==> src/rtl/avalon_arb_pkg.sv <==
// Shared types and widths for the two-master Avalon-MM arbiter.
// Imported by the interface, the select mux and the arbiter top.
package avalon_arb_pkg;

  localparam int unsigned ADDR_W = 32;
  localparam int unsigned DATA_W = 32;
  localparam int unsigned BE_W   = 4;

  typedef enum logic [1:0] {
    IDLE = 2'd0,
    GNT0 = 2'd1,
    GNT1 = 2'd2
  } state_e;

  // One-hot grant seen by the mux and exported for debug.
  function automatic logic [1:0] grant_of(state_e st);
    logic [1:0] g;
    g = 2'b00;
    unique case (st)
      GNT0:    g = 2'b01;
      GNT1:    g = 2'b10;
      default: g = 2'b00;
    endcase
    return g;
  endfunction

endpackage

==> src/rtl/avalon_arbiter_if.sv <==
// Avalon-MM signal bundle. "master" drives the request side,
// "slave" drives waitrequest/readdata back.
interface avalon_arbiter_if;
  import avalon_arb_pkg::*;

  logic [ADDR_W-1:0] address;
  logic              read;
  logic              write;
  logic [DATA_W-1:0] writedata;
  logic [BE_W-1:0]   byteenable;
  logic              waitrequest;
  logic [DATA_W-1:0] readdata;

  modport master (
    output address, read, write, writedata, byteenable,
    input  waitrequest, readdata
  );

  modport slave (
    input  address, read, write, writedata, byteenable,
    output waitrequest, readdata
  );

endinterface

==> src/rtl/avalon_arb_mux.sv <==
// Purely combinational routing between the two masters and the RAM,
// steered by the one-hot grant. No grant parks the RAM bus at zero.
module avalon_arb_mux
  import avalon_arb_pkg::*;
(
  input  logic [1:0]        grant_i,

  input  logic [ADDR_W-1:0] m0_address_i,
  input  logic              m0_read_i,
  input  logic              m0_write_i,
  input  logic [DATA_W-1:0] m0_writedata_i,
  input  logic [BE_W-1:0]   m0_byteenable_i,
  output logic              m0_waitrequest_o,
  output logic [DATA_W-1:0] m0_readdata_o,

  input  logic [ADDR_W-1:0] m1_address_i,
  input  logic              m1_read_i,
  input  logic              m1_write_i,
  input  logic [DATA_W-1:0] m1_writedata_i,
  input  logic [BE_W-1:0]   m1_byteenable_i,
  output logic              m1_waitrequest_o,
  output logic [DATA_W-1:0] m1_readdata_o,

  output logic [ADDR_W-1:0] ram_address_o,
  output logic              ram_read_o,
  output logic              ram_write_o,
  output logic [DATA_W-1:0] ram_writedata_o,
  output logic [BE_W-1:0]   ram_byteenable_o,
  input  logic              ram_waitrequest_i,
  input  logic [DATA_W-1:0] ram_readdata_i
);

  always_comb begin
    ram_address_o    = '0;
    ram_read_o       = 1'b0;
    ram_write_o      = 1'b0;
    ram_writedata_o  = '0;
    ram_byteenable_o = '0;
    m0_waitrequest_o = 1'b1;
    m1_waitrequest_o = 1'b1;
    m0_readdata_o    = '0;
    m1_readdata_o    = '0;

    unique case (grant_i)
      2'b01: begin
        ram_address_o    = m0_address_i;
        ram_read_o       = m0_read_i;
        ram_write_o      = m0_write_i;
        ram_writedata_o  = m0_writedata_i;
        ram_byteenable_o = m0_byteenable_i;
        m0_waitrequest_o = ram_waitrequest_i;
        m0_readdata_o    = ram_readdata_i;
      end
      2'b10: begin
        ram_address_o    = m1_address_i;
        ram_read_o       = m1_read_i;
        ram_write_o      = m1_write_i;
        ram_writedata_o  = m1_writedata_i;
        ram_byteenable_o = m1_byteenable_i;
        m1_waitrequest_o = ram_waitrequest_i;
        m1_readdata_o    = ram_readdata_i;
      end
      default: ;
    endcase
  end

endmodule

==> src/rtl/avalon_arbiter.sv <==
// Two-master to one-RAM Avalon-MM arbiter: IDLE/GNT0/GNT1 FSM with
// round-robin or fixed-priority tie break and one bubble between grants.
module avalon_arbiter
  import avalon_arb_pkg::*;
#(
  parameter int unsigned FIXED_PRIORITY = 0
) (
  input  logic                clk,
  input  logic                reset,
  avalon_arbiter_if.slave     m0,
  avalon_arbiter_if.slave     m1,
  avalon_arbiter_if.master    ram,
  output logic [1:0]          grant
);

  state_e state_q, state_d;
  logic   last_grant_q, last_grant_d;
  logic   req0, req1;

  assign req0 = m0.read | m0.write;
  assign req1 = m1.read | m1.write;

  always_ff @(posedge clk) begin
    if (reset) begin
      state_q      <= IDLE;
      last_grant_q <= 1'b1;
    end else begin
      state_q      <= state_d;
      last_grant_q <= last_grant_d;
    end
  end

  always_comb begin
    state_d      = state_q;
    last_grant_d = last_grant_q;
    unique case (state_q)
      IDLE: begin
        if (req0 && req1) begin
          // last_grant_q == 1 means m1 was served last, so m0 is next.
          state_d = ((FIXED_PRIORITY != 0) || last_grant_q) ? GNT0 : GNT1;
        end else if (req0) begin
          state_d = GNT0;
        end else if (req1) begin
          state_d = GNT1;
        end
      end
      GNT0: begin
        if (!req0) begin
          state_d = IDLE;
        end else if (!ram.waitrequest) begin
          state_d      = IDLE;
          last_grant_d = 1'b0;
        end
      end
      GNT1: begin
        if (!req1) begin
          state_d = IDLE;
        end else if (!ram.waitrequest) begin
          state_d      = IDLE;
          last_grant_d = 1'b1;
        end
      end
      default: state_d = IDLE;
    endcase
  end

  always_comb begin
    grant = grant_of(state_q);
  end

  avalon_arb_mux u_mux (
    .grant_i           (grant),
    .m0_address_i      (m0.address),
    .m0_read_i         (m0.read),
    .m0_write_i        (m0.write),
    .m0_writedata_i    (m0.writedata),
    .m0_byteenable_i   (m0.byteenable),
    .m0_waitrequest_o  (m0.waitrequest),
    .m0_readdata_o     (m0.readdata),
    .m1_address_i      (m1.address),
    .m1_read_i         (m1.read),
    .m1_write_i        (m1.write),
    .m1_writedata_i    (m1.writedata),
    .m1_byteenable_i   (m1.byteenable),
    .m1_waitrequest_o  (m1.waitrequest),
    .m1_readdata_o     (m1.readdata),
    .ram_address_o     (ram.address),
    .ram_read_o        (ram.read),
    .ram_write_o       (ram.write),
    .ram_writedata_o   (ram.writedata),
    .ram_byteenable_o  (ram.byteenable),
    .ram_waitrequest_i (ram.waitrequest),
    .ram_readdata_i    (ram.readdata)
  );

endmodule

==> src/flat_wrapper.sv <==
// flat-port wrapper written by rule: the top's interface ports become plain ports
module avalon_arbiter_flat import avalon_arb_pkg::*;
#(
  parameter int unsigned FIXED_PRIORITY = 0
)
  (clk, reset, grant, m0_address, m0_read, m0_write, m0_writedata, m0_byteenable, m0_waitrequest, m0_readdata, m1_address, m1_read, m1_write, m1_writedata, m1_byteenable, m1_waitrequest, m1_readdata, ram_address, ram_read, ram_write, ram_writedata, ram_byteenable, ram_waitrequest, ram_readdata);
  avalon_arbiter_if m0_i ();
  avalon_arbiter_if m1_i ();
  avalon_arbiter_if ram_i ();
  input  logic clk;
  input  logic reset;
  output logic [1:0] grant;
  input wire logic [$bits(m0_i.address)-1:0] m0_address;
  input wire logic [$bits(m0_i.read)-1:0] m0_read;
  input wire logic [$bits(m0_i.write)-1:0] m0_write;
  input wire logic [$bits(m0_i.writedata)-1:0] m0_writedata;
  input wire logic [$bits(m0_i.byteenable)-1:0] m0_byteenable;
  output wire logic [$bits(m0_i.waitrequest)-1:0] m0_waitrequest;
  output wire logic [$bits(m0_i.readdata)-1:0] m0_readdata;
  input wire logic [$bits(m1_i.address)-1:0] m1_address;
  input wire logic [$bits(m1_i.read)-1:0] m1_read;
  input wire logic [$bits(m1_i.write)-1:0] m1_write;
  input wire logic [$bits(m1_i.writedata)-1:0] m1_writedata;
  input wire logic [$bits(m1_i.byteenable)-1:0] m1_byteenable;
  output wire logic [$bits(m1_i.waitrequest)-1:0] m1_waitrequest;
  output wire logic [$bits(m1_i.readdata)-1:0] m1_readdata;
  output wire logic [$bits(ram_i.address)-1:0] ram_address;
  output wire logic [$bits(ram_i.read)-1:0] ram_read;
  output wire logic [$bits(ram_i.write)-1:0] ram_write;
  output wire logic [$bits(ram_i.writedata)-1:0] ram_writedata;
  output wire logic [$bits(ram_i.byteenable)-1:0] ram_byteenable;
  input wire logic [$bits(ram_i.waitrequest)-1:0] ram_waitrequest;
  input wire logic [$bits(ram_i.readdata)-1:0] ram_readdata;
  assign m0_i.address = m0_address;
  assign m0_i.read = m0_read;
  assign m0_i.write = m0_write;
  assign m0_i.writedata = m0_writedata;
  assign m0_i.byteenable = m0_byteenable;
  assign m0_waitrequest = m0_i.waitrequest;
  assign m0_readdata = m0_i.readdata;
  assign m1_i.address = m1_address;
  assign m1_i.read = m1_read;
  assign m1_i.write = m1_write;
  assign m1_i.writedata = m1_writedata;
  assign m1_i.byteenable = m1_byteenable;
  assign m1_waitrequest = m1_i.waitrequest;
  assign m1_readdata = m1_i.readdata;
  assign ram_address = ram_i.address;
  assign ram_read = ram_i.read;
  assign ram_write = ram_i.write;
  assign ram_writedata = ram_i.writedata;
  assign ram_byteenable = ram_i.byteenable;
  assign ram_i.waitrequest = ram_waitrequest;
  assign ram_i.readdata = ram_readdata;
  avalon_arbiter #(.FIXED_PRIORITY(FIXED_PRIORITY)) u_core (.clk(clk), .reset(reset), .m0(m0_i), .m1(m1_i), .ram(ram_i), .grant(grant));
endmodule
==> config.mk <==
export PLATFORM = sky130hd
export DESIGN_NAME = avalon_arbiter_flat
export DESIGN_NICKNAME = d
export VERILOG_FILES = /design/src/rtl/avalon_arb_pkg.sv /design/src/rtl/avalon_arbiter_if.sv /design/src/rtl/avalon_arb_mux.sv /design/src/rtl/avalon_arbiter.sv /design/src/flat_wrapper.sv
export SDC_FILE = /design/constraint.sdc
export NUM_CORES = 1
export LEC_CHECK = 0
export BUFFER_PORTS_ARGS = -buffer_cell sky130_fd_sc_hd__buf_2
export CORE_AREA = 4 4 119 121
export CTS_CLUSTER_DIAMETER = 100
export DETAILED_ROUTE_END_ITERATION = 8
export DIE_AREA = 0 0 123 125
export PLACE_DENSITY = 0.45
export SYNTH_ARGS = -nofsm -noshare
export SYNTH_HDL_FRONTEND = slang
export SYNTH_HIERARCHICAL = 1
export SYNTH_SLANG_ARGS = --single-unit
export TNS_END_PERCENT = 10
==> constraint.sdc <==
create_clock -name clk -period 1.97 [get_ports clk]
set_clock_uncertainty 0.1 [all_clocks]
set_input_delay 0.0985 -clock clk [delete_from_list [all_inputs] [get_ports clk]]
set_output_delay 0.0985 -clock clk [all_outputs]
set_load 0.03 [all_outputs]
==> flow_summary.yaml <==
timing:
  period_share_pct: 100
  final-setup-viol-count: 1
  fin_tns_setup_ps: -2.86
  hold_viol: 0
  tightest_slew_ps: 337
  period_needed_ps: 1970
  fin_hold_ws_ps: 70.9
  maxSlewHeadroom_pct: 77.5
  rsz0062_at_grt: "true"
  slew_viol_final: 0
  worst_slack_ps: -2.86
  fmax_mhz: 507
global_route:
  grt_max_degree: 63
  grtUsageMet3_pct: 1.67
  grt_busiest_layer: "met2"
  antenna_found_initial: 0
  grt_pass1_wl_um: 14400
  grt_pass1_vias: 2906
  use_met2_pct: 22.1
  grt_overflow: 0
  track_usage_pct: 11.4
  met1_usage_pct: 12.9
worst_setup_path:
  path_delay_family: "buffers and inverters"
  cp-start-kind: "flop"
  cp_num_buf_inv: 3
  cp-end-kind: "primary output"
  worstSetupPathType: "reg2out"
  worst_ep_arrival_time_ps: 1770
  cp.required_ps: 1770
  cpPeakStageDelay_ps: 320
  crit_chain: "and2b_4 -> inv_1 -> ha_4 -> clkbuf_16 -> a22oi_1 -> nor2_1 -> buf_4"
  crit_fanout: 13
  worst_path_max_delay_cell: "dfxtp_2"
synth:
  async_flop_share_pct: 0
  synthFlopType: "dfxtp_1"
  yosys_warnings: 6
  ys_seq_area_share_pct: 3.66
  postSynthAreaPerCell_um2: 6.29
  netlist_instances: 261
  synth-edff-count: 0
  synth.cell_area_um2: 1640
  synth.net_count: 438
  synth_cell_type_count: 26
  ys_seq_elements: 3
route:
  dr.first_iter.drc_count: 154
  wire_per_inst_um: 15.2
  viasPerCell: 4.29
  drcViolationCount: 0
  postRouteAntennaNets: 0
  routed_wl_um: 11200
  first_pass_iters: 5
  via_count: 3182
finish:
  layout-drive-gt1-share_pct: 61.4
  design_area_um2: 4030
  final_nets: 743
  antenna_cells: 0
  final_util_pct: 30.8
  area_delta_synth_final_pct: 145
floorplan:
  die_y_um: 125
  io_pins: 313
  rows: 42
  die_x_um: 123
  core_um2: 13100
  start_util_pct: 12.5
  die-area_um2: 15400
clocking:
  clk_latency_ps: 230
  clkSlewWorstSetupHoldPaths_ps: 30
  cts.htree.levels: 1
  cts.path.max_buffers: 2
  cts_sinks: 3
  clock-root-buffer: "clkbuf_16"
  cts_buffers: 3
  cts_tree: "done"
placement:
  place_congestion: 0.844
  hpwl_um: 7930
  port_buffers: 312
  dp_worst_setup_slack_ps: 108
  placed_area_um2: 3300
hold_path:
  min_path_type: "in2reg"
flow_run:
  drv_cap: 0
power_and_ir_drop:
  leakage_nw: 2.10
  ir_drop_mv: 0.190
  power_density_nw_per_um2: 421
status:
  violations: "negative setup slack"
  status: "complete, but fails checks"
power breakdown:
part / switching, mW / internal [mW]
logic: 0.736 / 0.560
clock network: 0.0611 / 0.268
registers: 0.00578 / 0.0665
total: 0.802 / 0.894
cell usage after synthesis, drive strengths merged (2+ instances only):
library cell | n | area share (%)
a21oi | 2 | 0.61
a22oi | 70 | 32
and2 | 64 | 24
and2b | 2 | 1.1
buf | 12 | 5.1
clkbuf | 18 | 9.0
dfxtp | 3 | 3.7
ha | 2 | 1.5
inv | 3 | 0.69
nor2 | 73 | 17
per-layer routing:
layer	share of wire, %	wire (um)	vias up
li1	-	-	1521
met1	37	4170	1457
met2	53	5980	187
met3	8.3	932	17
met4	1.4	155	0
met5	0	0	-
final timing paths:
| check | cells after the start | to | slack (ps) | start |
|---|---|---|---|---|
| worst max-delay path | 7 | ram_writedata[12] | -3 | u_core/state_q[0] |
| worst min-delay path | 3 | u_core/state_q[1] | 70 | ram_waitrequest |
| worst max register to register | 4 | u_core/state_q[1] | 610 | u_core/state_q[0] |
| worst min register to register | 1 | u_core/state_q[1] | 340 | u_core/state_q[0] |
worst min-delay path: stages:
cell	delay, ps
buf_2	130
nand3_2	60
a2111oi_1	60
state kept, by name (all words and copies together) (netlist names):
register / flops
u_core/last_grant_q: 1
u_core/state_q: 2
timing repair:
action | CTS | global route
setup buffers | 0 | 4
gates resized for setup | 51 | 169
hold buffers | 1 | 0
pin swaps | 0 | 1
endpoints found under the hold margin | 1 | 0
endpoints found under the setup margin | 73 | 69
cloned | 2 | 5
logic make-up after synthesis:
kind of cell             share of synthesized area (%)
buffers and inverters                             14.8
flip-flops                                        3.66
AO/OA/AOI/OAI                                     34.1
adder cells (fa/ha/maj)                           1.52
AND/OR/NAND/NOR                                   46.0
through the flow:
| stage | total power [mW] | std cells |
|---|---|---|
| 2_1_floorplan | 0.747 | 261 |
| 3_3_place_gp | 1.13 | 725 |
| 3_5_place_dp | 1.14 | 725 |
| 4_1_cts | 1.55 | 732 |
| 5_1_grt | 1.80 | 741 |
| 6_report | 1.70 | 741 |
layout make-up:
| cell class | count | area (um2) |
|---|---|---|
| Tap cell | 176 | 220 |
| Inverter | 3 | 11.3 |
| Timing Repair Buffer | 330 | 2260 |
| Clock buffer | 4 | 78.8 |
| Fill cell | 1447 | 9060 |
| Sequential cell | 3 | 65.1 |
| Multi-Input combinational cell | 225 | 1390 |
cells in the final DEF, fill, tap and decap left out, drive strengths merged:
master,synthesis,final
nor3b,1,1
buf,12,321
ha,2,2
and2,64,64
a31oi,1,1
nand3,1,1
nand2b,1,1
nor2,73,73
a22oi,70,70
nor4,1,1
nor2b,1,1
a21oi,2,2
nor3,1,1
and2b,2,2
clkbuf,18,12
dlygate4sd3,0,1
o21bai,1,1
dfxtp,3,3
or4,1,1
inv,3,3
or2b,1,1
or2,1,1
a2111oi,1,1
No activity file was read; power rests on OpenSTA's default activity.
